## config.mk

```make
export PLATFORM = sky130hd
export DESIGN_NAME = sr_latch_writer
export DESIGN_NICKNAME = d
export VERILOG_FILES = /design/src/rtl/sr_latch_writer_pkg.sv /design/src/rtl/sr_latch_writer_phase_timer.sv /design/src/rtl/sr_latch_writer.sv
export SDC_FILE = /design/constraint.sdc
export NUM_CORES = 1
export LEC_CHECK = 0
export ABC_AREA = 1
export BUFFER_PORTS_ARGS = -buffer_cell sky130_fd_sc_hd__buf_2
export CAP_MARGIN = 20
export CORE_ASPECT_RATIO = 0.7
export CORE_MARGIN = 5
export CORE_UTILIZATION = 55
export DETAILED_ROUTE_END_ITERATION = 10
export GPL_TIMING_DRIVEN = 1
export PLACE_DENSITY = 0.82
export SLEW_MARGIN = 0
export SYNTH_ARGS = -nofsm -noshare
export SYNTH_HDL_FRONTEND = slang
export SYNTH_SLANG_ARGS = --single-unit
export TNS_END_PERCENT = 20
```

## constraint.sdc

```tcl
create_clock -name clk1 -period 2.9 [get_ports clk1]
set_input_delay 0 -clock clk1 [delete_from_list [all_inputs] [get_ports clk1]]
set_output_delay 0 -clock clk1 [all_outputs]
set_load 0.05 [all_outputs]
```

## src/rtl/sr_latch_writer_pkg.sv

```systemverilog
// rtl/sr_latch_writer_pkg.sv - shared types, defaults and S/R drive helper for sr_latch_writer
// Contents:
//   sr_wr_state_t   write sequencer states
//   SR_DEF_*        default parameter values
//   sr_levels()     returns {S, R} for a data/mask pair, zero-extended to SR_MAX_WIDTH bits each
package sr_latch_writer_pkg;

    localparam int SR_DEF_WIDTH      = 4;
    localparam int SR_DEF_SETUP_CYC  = 1;
    localparam int SR_DEF_STROBE_CYC = 2;
    localparam int SR_DEF_HOLD_CYC   = 1;
    localparam int SR_MAX_WIDTH      = 32;

    typedef enum logic [2:0] {
        ST_IDLE,
        ST_SETUP,
        ST_STROBE,
        ST_HOLD,
        ST_VERIFY,
        ST_DONE
    } sr_wr_state_t;

    // Masked-off bits get S=R=0 so the latch keeps its value; S and R can never both be 1.
    function automatic logic [2*SR_MAX_WIDTH-1:0] sr_levels(
        input logic [SR_MAX_WIDTH-1:0] data,
        input logic [SR_MAX_WIDTH-1:0] mask
    );
        return {mask & data, mask & ~data};
    endfunction

endpackage

```

## src/rtl/sr_latch_writer_phase_timer.sv

```systemverilog
// rtl/sr_latch_writer_phase_timer.sv - loadable down-counter timing the SETUP/STROBE/HOLD phases
// Ports:
//   clk, rst_n   clock, asynchronous active-low reset
//   load         load load_value this cycle (phase entry)
//   load_value   phase length minus one
//   value        current count
//   zero         count has reached 0 (last cycle of the phase)
module sr_phase_timer #(
    parameter int CW = 2
) (
    input  logic          clk,
    input  logic          rst_n,
    input  logic          load,
    input  logic [CW-1:0] load_value,
    output logic [CW-1:0] value,
    output logic          zero
);

    always_ff @(posedge clk or negedge rst_n) begin
        if (!rst_n) begin
            value <= '0;
        end else if (load) begin
            value <= load_value;
        end else if (value != '0) begin
            value <= value - 1'b1;
        end
    end

    assign zero = (value == '0);

endmodule

```

## src/rtl/sr_latch_writer.sv

```systemverilog
// rtl/sr_latch_writer.sv - write sequencer turning masked words into S/R levels plus a latch gate strobe
// Optional feature macro: SR_LATCH_WRITER_VERIFY_EN (adds VERIFY state, q_in readback, err pulse).
// Ports:
//   clk1, rst_n        clock, asynchronous active-low reset
//   wr_valid/wr_ready  write request handshake; ready only in IDLE
//   wr_data, wr_mask   target values and per-bit write enable
//   S, R, en           per-bit set/reset levels and latch gate (all registered)
//   q_in               latch readback (used only with the verify feature)
//   done, err          one-cycle completion pulse and readback mismatch flag
module sr_latch_writer
    import sr_latch_writer_pkg::*;
#(
    parameter int WIDTH      = SR_DEF_WIDTH,
    parameter int SETUP_CYC  = SR_DEF_SETUP_CYC,
    parameter int STROBE_CYC = SR_DEF_STROBE_CYC,
    parameter int HOLD_CYC   = SR_DEF_HOLD_CYC
) (
    input  logic             clk1,
    input  logic             rst_n,
    input  logic             wr_valid,
    output logic             wr_ready,
    input  logic [WIDTH-1:0] wr_data,
    input  logic [WIDTH-1:0] wr_mask,
    output logic [WIDTH-1:0] S,
    output logic [WIDTH-1:0] R,
    output logic             en,
    input  logic [WIDTH-1:0] q_in,
    output logic             done,
    output logic             err
);

    localparam int MAX_AB  = (SETUP_CYC > STROBE_CYC) ? SETUP_CYC : STROBE_CYC;
    localparam int MAX_CYC = (MAX_AB > HOLD_CYC) ? MAX_AB : HOLD_CYC;
    localparam int CW      = $clog2(MAX_CYC + 1);

    sr_wr_state_t     state, state_nx;
    logic [WIDTH-1:0] data_q, mask_q, data_nx, mask_nx;
    logic             accept;
    logic             t_load, t_zero;
    logic [CW-1:0]    t_load_value;
    logic [CW-1:0]    unused_timer_value;
    logic [WIDTH-1:0] s_d, r_d;
    logic             en_d, done_d, err_d;
    logic             mismatch;

    assign wr_ready = (state == ST_IDLE);
    assign accept   = wr_valid & wr_ready;
    assign data_nx  = accept ? wr_data : data_q;
    assign mask_nx  = accept ? wr_mask : mask_q;

`ifdef SR_LATCH_WRITER_VERIFY_EN
    assign mismatch = |((q_in ^ data_q) & mask_q);
`else
    logic unused_q_in;
    assign unused_q_in = ^q_in;
    assign mismatch    = 1'b0;
`endif

    sr_phase_timer #(.CW(CW)) u_timer (
        .clk        (clk1),
        .rst_n      (rst_n),
        .load       (t_load),
        .load_value (t_load_value),
        .value      (unused_timer_value),
        .zero       (t_zero)
    );

    always_ff @(posedge clk1 or negedge rst_n) begin
        if (!rst_n) begin
            state <= ST_IDLE;
        end else begin
            state <= state_nx;
        end
    end

    always_ff @(posedge clk1 or negedge rst_n) begin
        if (!rst_n) begin
            data_q <= '0;
            mask_q <= '0;
        end else begin
            data_q <= data_nx;
            mask_q <= mask_nx;
        end
    end

    // The timer is reloaded on the edge that enters each timed phase.
    always_comb begin
        state_nx     = state;
        t_load       = 1'b0;
        t_load_value = '0;
        case (state)
            ST_IDLE: begin
                if (accept) begin
                    state_nx     = ST_SETUP;
                    t_load       = 1'b1;
                    t_load_value = CW'(SETUP_CYC - 1);
                end
            end
            ST_SETUP: begin
                if (t_zero) begin
                    state_nx     = ST_STROBE;
                    t_load       = 1'b1;
                    t_load_value = CW'(STROBE_CYC - 1);
                end
            end
            ST_STROBE: begin
                if (t_zero) begin
                    state_nx     = ST_HOLD;
                    t_load       = 1'b1;
                    t_load_value = CW'(HOLD_CYC - 1);
                end
            end
            ST_HOLD: begin
                if (t_zero) begin
`ifdef SR_LATCH_WRITER_VERIFY_EN
                    state_nx = ST_VERIFY;
`else
                    state_nx = ST_DONE;
`endif
                end
            end
`ifdef SR_LATCH_WRITER_VERIFY_EN
            ST_VERIFY: state_nx = ST_DONE;
`endif
            ST_DONE:   state_nx = ST_IDLE;
            default:   state_nx = ST_IDLE;
        endcase
    end

    // Outputs are computed from the next state and registered, so S/R/en change
    // together with the state and never glitch from the request inputs.
    always_comb begin
        s_d    = '0;
        r_d    = '0;
        en_d   = 1'b0;
        done_d = 1'b0;
        err_d  = 1'b0;
        case (state_nx)
            ST_SETUP, ST_STROBE, ST_HOLD: begin
                s_d  = WIDTH'(sr_levels(SR_MAX_WIDTH'(data_nx), SR_MAX_WIDTH'(mask_nx)) >> SR_MAX_WIDTH);
                r_d  = WIDTH'(sr_levels(SR_MAX_WIDTH'(data_nx), SR_MAX_WIDTH'(mask_nx)));
                en_d = (state_nx == ST_STROBE);
            end
            ST_DONE: begin
                done_d = 1'b1;
                err_d  = (state == ST_VERIFY) & mismatch;
            end
            default: ;
        endcase
    end

    always_ff @(posedge clk1 or negedge rst_n) begin
        if (!rst_n) begin
            S    <= '0;
            R    <= '0;
            en   <= 1'b0;
            done <= 1'b0;
            err  <= 1'b0;
        end else begin
            S    <= s_d;
            R    <= r_d;
            en   <= en_d;
            done <= done_d;
            err  <= err_d;
        end
    end

endmodule

```

### Word-level counts from Yosys, hierarchy flattened

Index checks and enable logic that the tools add are counted.

| word-level totals | value |
|---|---|
| register bits after elaboration | 23 |
| input port bits | 15 |
| output and inout port bits | 12 |
| logic and storage cells | 44 |

| cells by class | value |
|---|---|
| $add $sub $neg | 1 |
| equality and inequality tests | 7 |
| mux-type cells | 18 |
| bitwise logic cells | 4 |
| reduce and logical (&&, ||, !) cells | 6 |

Operator list:

| cell | count |
|---|---|
| 2-to-1 mux 4 bit | 4 |
| equality test 3 x 2 -> 1 bit, second input constant | 4 |
| 2-to-1 mux 3 bit | 4 |
| one-hot mux 3 bit (4 select lines) | 1 |
| bitwise AND 4 bit | 2 |
| equality test 3 x 1 -> 1 bit, second input constant | 2 |
| 2-to-1 mux 1 bit | 6 |
| 2-to-1 mux 2 bit | 2 |
| NOT 4 bit | 1 |
| nonzero test 2 bit | 2 |
| equality test 3 bit, second input constant | 1 |
| zero test 3 bit | 1 |
| OR reduction 3 bit | 1 |
| zero test 2 bit | 1 |
| one-hot mux 1 bit (2 select lines) | 1 |
| OR reduction 2 bit | 1 |
| subtractor 2 x 1 -> 2 bit, second input constant | 1 |
| bitwise AND 1 bit | 1 |

### Logic depth before layout (Yosys ltp)

| depth | value |
|---|---|
| depth in word-level cells | 7 |
| gate-level depth with buffers | 8 |
| gate-level depth less buffers | 7 |

### By module

From an unflattened synthesis, not the netlist that was laid out.

| unflattened totals | value |
|---|---|
| cells, all modules | 128 |
| area total of the unflattened synthesis | 1,096.1 um^2 |

Modules (own cells, without submodules):

| module | instances | cells each | area each (um^2) | sequential area each (um^2) |
|---|---|---|---|---|
| sr_latch_writer | 1 | 111 | 975.9 | 525.5 |
| sr_phase_timer | 1 | 17 | 120.1 | 50.0 |

### Worst setup path before layout

Ideal clock, no wire load.

| path | value |
|---|---|
| path kind | register to output |
| start | register state[0] |
| end | output port wr_ready |
| arrival time | 1,510 ps |
| data required time | 2,900 ps |
| slack | 1,390 ps |
| stages on the path, launching flop included | 2 |
| buffers on the path | 0 |
| path through | dfrtp_1 > nor3_1 |

| between the ends | value |
|---|---|
| word-level cells in the longest chain between the ends | 1 |

RTL lines:

| item | line | RTL |
|---|---|---|
| from (decl) | sr_latch_writer.sv:36 | `sr_wr_state_t state, state_nx;` |
| from (signal assigned) | sr_latch_writer.sv:72 | `state <= state_nx;` |
| zero test 3 bit | sr_latch_writer.sv:46 | `assign wr_ready = (state == ST_IDLE);` |
| to (decl) | sr_latch_writer.sv:21 | `output logic wr_ready,` |

Every way passes these cells.

### Worst setup path after layout

| path | value |
|---|---|
| start | register u_timer.value[0] |
| end | register S[3] |

| between the ends | value |
|---|---|
| word-level cells in the longest chain between the ends | 6 |
| elaborated cells on any way between the ends | 10 |
| classes of those cells | eq/ne: 3; mux: 5; reduce/logical: 2 |

RTL lines:

| item | line | RTL |
|---|---|---|
| from (decl) | sr_latch_writer_phase_timer.sv:15 | `output logic [CW-1:0] value,` |
| from (signal assigned) | sr_latch_writer_phase_timer.sv:23 | `value <= load_value;` |
| from (signal assigned) | sr_latch_writer_phase_timer.sv:25 | `value <= value - 1'b1;` |
| zero test 2 bit (*) | sr_latch_writer_phase_timer.sv:29 | `assign zero = (value == '0);` |
| 2-to-1 mux 3 bit, on equally long branches | sr_latch_writer.sv:114, sr_latch_writer.sv:100, sr_latch_writer.sv:107 |  |
| one-hot mux 3 bit (4 select lines) (*) | sr_latch_writer.sv:91 | `case (state)` |
| via state_nx[1] | sr_latch_writer.sv:36 |  |
| equality test 3 x 2 -> 1 bit or equality test 3 x 1 -> 1 bit (tied branches) | sr_latch_writer.sv:138 | `case (state_nx)` |
| OR reduction 3 bit (*) | sr_latch_writer.sv:138 |  |
| 2-to-1 mux 4 bit (*) | sr_latch_writer.sv:138 |  |
| via s_d[3] | sr_latch_writer.sv:42 | `logic [WIDTH-1:0] s_d, r_d;` |
| to (signal assigned) | sr_latch_writer.sv:154 | `S <= '0;` |
| to (signal assigned) | sr_latch_writer.sv:160 | `S <= s_d;` |
| to (decl) | sr_latch_writer.sv:24 | `output logic [WIDTH-1:0] S,` |

Mark *: on every way through the listed nets, which the timed path passes. The rest lies on a longest branch.
A chain may end at the register's enable or synchronous reset.

==> metrics.txt <==
Slew Viols, Final=0; Total Power=1.544 mW; Peak VDD IR=0.0008298 V; worst setup margin=1.210 ns; standard-cell rows=13; clock buffer depth=2; TNS Setup=0 ns; die area=0.003053 sq mm; routed vias=789; hold_buf cts=9; power per cell area=1166 mW/mm^2; all-layer global routing usage=14.94%; # IOs=27; Worst Setup SP=u_timer.value[0]; clk slew on worst S/H paths=0.13 ns; Critical Path Source Type=flip-flop; worst-case clock skew=0.007972 ns; pre-CTS setup slack=1.223 ns; # resized after CTS=0; core area=0.001903 sq mm; Max Clk Rate=591.7 MHz; Synth Register Bits=23; largest net degree at the start of global routing=24; Residual DRC=0; Syn Area/Cell=10.37 sq um; Port Buffer Count=21; first-pass GRT wire length=3.387 mm; Die Span X=63.93 microns; area grow syn2layout=18.21%; DRT Pass-1 Iters=6; Yosys top cell by area=dfrtp_1; Routed WL per cell=13.03 microns; share of layout cells above drive strength 1=38.41%; flop-to-flop setup slack=1.21 ns; syn nets=124; crit path DAT=1.88 ns; leakage power=0.7007 nW; CP cell instances=inv_1 -> ha_1 -> inv_1 -> o21ai_1 -> nand2_1 -> o21bai_4 -> nor2_1; gpl congestion=0.7450; fin util=69.56%; DP HPWL=1.439 mm; Clk Latency, worst-skew pair=0.31 ns; Final Setup Violations=0; Die Y=47.75 microns; RSZ-0062 raised after global routing=no; status=completed; initial core utilization=58.84%; nets=155; Post-CTS Setup Inserts=0; global route overflow=0; Worst path max stage delay=0.41 ns; final-report hold violation count=0; Crit Path Category=reg -> reg; HP Class=in -> async; Worst path slowest cell=dfrtp_1; DRT iter0 DRCs=11; cell count after synthesis=108; Final min period=1.690 ns; CTS buffer count=3; YS warnings=0; CTS sink count=23; Crit path required time=3.09 ns; cell depth of the worst flop-to-flop path=7; CTS HTree Levels=1; CP dominant cell by count=inv_1; reg2reg start=u_timer.value[0]; synth unique cells=25; R2R Path End=S[3]; top post-synthesis cells by area=dfrtp_1 (51%), nor2_4 (5.0%), o21ai_4 (4.4%); WL final=2.084 mm; placed cells=147; TritonCTS clock tree=done; number of global-route vias before repair=775; Vias/cell=4.931; post-synthesis cell area=0.001120 sq mm; Crit. End Element=flip-flop; antenna violations before repair=0; sequential area share after synthesis=51.40%; Final Cycle Share=58.27%; Max Cap Violations=0; post-route insts no fill=160; Crit Path Max Fanout=8; Ant. Diodes=0; post-route ant nets=0; top-area cell type share of the netlist area=51.40%; CTS Root Cell=clkbuf_4
critical path: cells and delay by family (launching register included):
family	cells	cell delay (ns)
buf+inv	2	0.19
fa+ha+maj	1	0.30
flops	1	0.41
simple gates	2	0.22
compound gates	2	0.47
cell families (layout without fill, tap and decap cells):
logic type      after synthesis  count (layout)  synth area share, %
compound gates               14              14                10.84
xor+xnor                      1               1               0.7823
fa+ha+maj                     1               1                1.117
buf+inv                      21              51                9.832
flops                        23              23                51.40
other cells                   1               1               0.3349
simple gates                 47              47                25.70
area by class of cell:
cell class | instances | area, sq um
inverters | 17 | 63.81
multi-input cells | 64 | 434.2
clock inverters | 1 | 5.005
flip-flops and latches | 23 | 575.6
well taps | 22 | 27.53
repair buffers | 30 | 195.2
fillers | 150 | 579.3
clock buffers | 3 | 22.52
routing by layer:
| metal | global-route usage [%] | wire length [microns] |
|---|---|---|
| met4 | 6.224 | 28 |
| met5 | 0 | 0 |
| met1 | 16.39 | 833 |
| met2 | 28.66 | 1132 |
| met3 | 3.756 | 90 |
sequential cells by signal, indices dropped and copies added (netlist names):
register,flops
R,4
S,4
data_q,4
mask_q,4
state,3
u_timer.value,2
done,1
en,1
how the worst max path moves through the flow:
stage	to	slack (ns)	depth (start not counted)
after global placement	S[2]	1.33	7
after detailed placement	S[3]	1.22	7
final	S[3]	1.21	7
after CTS	S[3]	1.20	7
after floorplan	wr_ready	1.39	1
after global routing	S[3]	1.09	7
cells in the final DEF (no fill, tap or decap), drive strengths merged:
cell	n
o21ai	11
a21oi	2
nand3	5
clkinv	1
conb	1
inv	17
xor2	1
dfrtp	23
nand2	19
clkbuf	3
nor3	1
dlygate4sd3	9
ha	1
buf	21
nor2	21
o21bai	1
nor3b	1
metrics by stage:
| step | cell area, sq um | hold slack [ns] |
|---|---|---|
| finish | 1324 | 0.1719 |
| global route | 1324 | 0.2029 |
| CTS | 1324 | 0.1902 |
| detailed placement | 1206 | -0.001654 |
| global placement | 1206 | -0.001486 |
| floorplan | 1120 | -0.2956 |
report_power, final:
| group | internal, mW | switching (mW) | total [mW] |
|---|---|---|---|
| clock network | 0.0515 | 0.0924 | 0.144 |
| logic | 0.271 | 0.620 | 0.891 |
| registers | 0.450 | 0.0591 | 0.509 |
| total | 0.772 | 0.771 | 1.54 |
cell usage after synthesis, drive strengths merged:
cell,count
dfrtp,23
nor2,21
nand2,19
inv,17
o21ai,11
nand3,5
buf,4
a21oi,2
conb,1
ha,1
nor3,1
nor3b,1
o21bai,1
xor2,1
(Power assumes the default switching activity.)
